$ cat src/rtl/flag_gen_unit.sv
// flag_gen_unit: multi-cycle chunked a-b comparator producing s/z/c/v branch flags.
module flag_gen_unit #(
  parameter int WIDTH = 32,
  parameter int CHUNK = 8
) (
  input  logic             clk,
  input  logic             rst,
  input  logic             start,
  input  logic             flush,
  input  logic [WIDTH-1:0] a,
  input  logic [WIDTH-1:0] b,
  output logic             busy,
  output logic             valid,
  output logic             s,
  output logic             z,
  output logic             c,
  output logic             v
);
  localparam int N  = WIDTH / CHUNK;
  localparam int KW = (N > 1) ? $clog2(N) : 1;

  typedef enum logic {IDLE, CALC} state_t;

  state_t           r_state, w_next;
  logic [WIDTH-1:0] r_a, r_b;
  logic [KW-1:0]    r_k;
  logic             r_cy, r_zr, r_valid, r_s, r_z, r_c, r_v;
  logic [CHUNK-1:0] w_ca, w_cb, w_sum;
  logic             w_co, w_last, w_go;

  assign w_ca          = r_a[r_k*CHUNK +: CHUNK];
  assign w_cb          = r_b[r_k*CHUNK +: CHUNK];
  assign {w_co, w_sum} = {1'b0, w_ca} + {1'b0, ~w_cb} + {{CHUNK{1'b0}}, r_cy};
  assign w_last        = (r_k == KW'(N - 1));
  assign w_go          = (r_state == IDLE) && start && !flush;

  always_comb begin
    w_next = r_state;
    if (r_state == IDLE && w_go) w_next = CALC;
    if (r_state == CALC && (flush || w_last)) w_next = IDLE;
  end

  always_ff @(posedge clk or negedge rst) begin
    if (!rst) r_state <= IDLE;
    else      r_state <= w_next;
  end

  always_ff @(posedge clk or negedge rst) begin
    if (!rst) begin
      r_a     <= '0;
      r_b     <= '0;
      r_k     <= '0;
      r_cy    <= 1'b0;
      r_zr    <= 1'b0;
      r_valid <= 1'b0;
      r_s     <= 1'b0;
      r_z     <= 1'b0;
      r_c     <= 1'b0;
      r_v     <= 1'b0;
    end else begin
      r_valid <= 1'b0;
      if (w_go) begin
        r_a  <= a;
        r_b  <= b;
        r_k  <= '0;
        r_cy <= 1'b1;
        r_zr <= 1'b1;
      end else if (r_state == CALC && !flush) begin
        r_cy <= w_co;
        r_zr <= r_zr & (w_sum == '0);
        r_k  <= r_k + KW'(1);
        if (w_last) begin
          r_s     <= w_sum[CHUNK-1];
          r_z     <= r_zr & (w_sum == '0);
          r_c     <= w_co;
          r_v     <= (r_a[WIDTH-1] != r_b[WIDTH-1]) && (w_sum[CHUNK-1] != r_a[WIDTH-1]);
          r_valid <= 1'b1;
        end
      end
    end
  end

  assign busy  = (r_state == CALC);
  assign valid = r_valid;
  assign s     = r_s;
  assign z     = r_z;
  assign c     = r_c;
  assign v     = r_v;
endmodule

$ cat config.mk
export PLATFORM = sky130hd
export DESIGN_NAME = flag_gen_unit
export DESIGN_NICKNAME = d
export VERILOG_FILES = /design/src/rtl/flag_gen_unit.sv
export SDC_FILE = /design/constraint.sdc
export NUM_CORES = 1
export LEC_CHECK = 0
export ABC_AREA = 1
export BUFFER_PORTS_ARGS = -buffer_cell sky130_fd_sc_hd__buf_4
export CORE_AREA = 4 4 91 93
export CTS_CLUSTER_DIAMETER = 120
export DETAILED_ROUTE_END_ITERATION = 7
export DIE_AREA = 0 0 95 97
export HOLD_SLACK_MARGIN = 0.06
export PLACE_DENSITY = 0.73
export SETUP_SLACK_MARGIN = 0.02
export SKIP_LAST_GASP = 1
export SYNTH_ARGS = -nofsm -noshare
export SYNTH_HDL_FRONTEND = slang
export SYNTH_SLANG_ARGS = --single-unit
$ cat constraint.sdc
create_clock -name clk -period 4.35 [get_ports clk]
set_input_delay 0.6525 -clock clk [delete_from_list [all_inputs] [get_ports clk]]
set_output_delay 0.6525 -clock clk [all_outputs]
set_load 0.05 [all_outputs]
==> results.md <==
* Placed cell count at 637
* Reg-to-reg setup timing slack at 1.35 ns
* WP data arrival at 3.28 ns
* Count of final setup violators at 0
* Die width at 95 µm
* I/O Pins at 74
* DRT antenna net count at 0
* Crit path kind: reg -> reg
* Clock latency on the worst-skew pair at 0.35 ns
* Detail-routed net length per standard cell at 13.0 µm
* Via count at 3241
* Worst EP required at 4.63 ns
* Post-Syn Area at 3680 µm²
* Root Buffer Master: clkbuf_8
* Most frequent cells in the layout: nand2_1 (253), buf_4 (76), dfrtp_1 (74), inv_1 (22)
* Routed WL at 8500 µm
* H-tree depth at 3
* Antenna Diode Count at 0
* Vias in the first global route at 3034
* Fin Clk Skew at 0.00476 ns
* DIE AREA at 9220 µm²
* Remaining global-route overflow at 0
* # rows at 32
* Fin crit share at 0.690
* Critical Path Source: r_k[1]
* Synth Register Bits at 74
* Number of remaining DRC errors at 0
* Nets at 624
* DR iter-0 viols at 129
* Util after Layout at 0.593
* Largest net degree at the start of global routing at 75
* Gr usage total at 0.195
* Post-Syn Nets at 560
* Worst slew margin at 0.325
* FFs w/ async S/R, synth at 1.00
* RSZ-0062 raised after global routing: no
* CTS clk-pin slew, worst paths at 0.07 ns
* IO Port Bufs at 73
* Die Ht at 97 µm
* Post-synth cell types at 26
* Antenna violations before repair at 0
* Most common cell after layout, fill and taps aside: nand2_1
* Final Non-Filler Cells at 652
* Post-DP HPWL at 6200 µm
* Area delta synth->final at 21.2%
* Core area at 7530 µm²
* Post-DP Area at 4280 µm²
* Total power at 2.83 mW
* Worst setup SP type: flip-flop
* Routability cong. at 0.882
* Post-CTS setup buffers at 0
* Worst r2r path cells at 14
* Leakage at 2.44 nW
* Pre-Repair DR Iteration Count at 4
* First-pass GRT wire length at 14200 µm
* CTS tree: yes
* CP endpoint: z
* Hold-fix buffers at CTS at 0
* Register area share after synthesis at 0.503
* Fin. max-slew vios at 0
* Tmin final at 3.00 ns
* Layout cells sized above 1 at 0.189
* Worst slew pin tran at 1.01 ns
* Clk sinks at 74
* Ys Warns at 0
* CP endpoint kind: flip-flop
* Syn_area_per_cell at 7.64 µm²
* Layout filler cell count at 730
* Fmax at 333 MHz
* Max IR drop VDD at 0.000223 V
* Status: finished, final reports clean
* CTS resizes at 0
* Final instance area at 4460 µm²
* Cells after Synth at 482
* Clock Tree Buf Depth at 2
* Reg2reg end: z
* Worst r2r src: r_k[1]
* PD cells at 634 nW/µm²
* Via density at 4.97
* Worst-path fanout max at 24
* Top_reg_cell synth: dfrtp_1
* Max_cap viols at 0
* CTS Buf Count at 9
* Final Hold Vio Count at 0
* Number of flops mapped to enable cells by yosys at 0
* Sum Neg Setup Slack at 0 ns
* HP Class: in -> async
* Initial core utilization at 0.489
## worst min-delay path by stage
stage | startpoint | to | slack, ns | depth (start not counted)
floorplan | rst | busy | 0.36 | 0
global placement | r_a[12] | r_a[12] | 0.45 | 2
detailed placement | r_b[11] | r_b[11] | 0.46 | 2
CTS | rst | valid | 0.46 | 1
global route | b[12] | r_b[12] | 0.49 | 3
finish | rst | valid | 0.44 | 1
## stage by stage
stage,setup slack (ns),hold slack (ns)
2_1_floorplan,1.74,0.357
3_3_place_gp,1.49,0.452
3_5_place_dp,1.40,0.460
4_1_cts,1.35,0.465
5_1_grt,1.08,0.490
6_report,1.35,0.438
## synth_stat cells, drive strengths merged (6+ instances only)
| cell | instances | area, µm² |
|---|---|---|
| nand2 | 256 | 968 |
| dfrtp | 74 | 1850 |
| nor2 | 25 | 104 |
| inv | 24 | 90.1 |
| o21ai | 22 | 114 |
| a21oi | 16 | 83.8 |
| buf | 13 | 70.1 |
| nand3 | 12 | 65.1 |
| clkbuf | 10 | 37.5 |
| ha | 8 | 100 |
| o22ai | 7 | 43.8 |
| a32o | 6 | 60.1 |
## flip-flops by register name, indices dropped and copies added (netlist names)
signal	flops
busy	1
s	1
valid	1
r_k	2
r_cy	1
r_a	32
z	1
r_b	32
c	1
r_zr	1
v	1
## worst max-delay path, cell delays in order (launching register included)
cell     delay (ns)
dfrtp_1        0.48
inv_1          0.52
a21oi_1        0.09
a32o_1         0.25
fa_1           0.44
fa_1           0.38
inv_1          0.09
nand2_1        0.07
nand2_1        0.09
nand3_1        0.08
nand2_1        0.07
nand3_1        0.09
nor2_2         0.10
nand2_2        0.07
o21ai_2        0.11
## power breakdown
| group | leakage (nW) | internal (mW) | total [mW] | switching, mW |
|---|---|---|---|---|
| combinational | 1.42 | 0.536 | 1.37 | 0.839 |
| sequential | 0.924 | 0.840 | 0.949 | 0.109 |
| clock | 0.0921 | 0.261 | 0.508 | 0.248 |
| total | 2.44 | 1.64 | 2.83 | 1.20 |
## kinds of logic (layout without fill, tap and decap cells)
family / Yosys count / in the layout / synth area share
AOI/OAI and AO/OA: 55 / 55 / 0.0910
adders and majority gates: 10 / 10 / 0.0380
DFF: 74 / 74 / 0.503
buffers and inverters: 47 / 115 / 0.0537
and+or+nand+nor: 296 / 296 / 0.315
## routing by layer
layer | GRT usage | share of wire
met5 | 0 | 0
met4 | 0.0666 | 0.013
met2 | 0.291 | 0.46
met3 | 0.0365 | 0.052
met1 | 0.285 | 0.47
## cell type report
type	count	area [µm²]	area share
flip-flops and latches	74	1850	0.415
multi-input cells	361	1640	0.367
repair buffers	76	571	0.128
clock buffers	10	128	0.0286
well taps	102	128	0.0286
inverters	24	90.1	0.0202
clock inverters	5	56.3	0.0126
No activity file was read; power rests on OpenSTA's default activity.
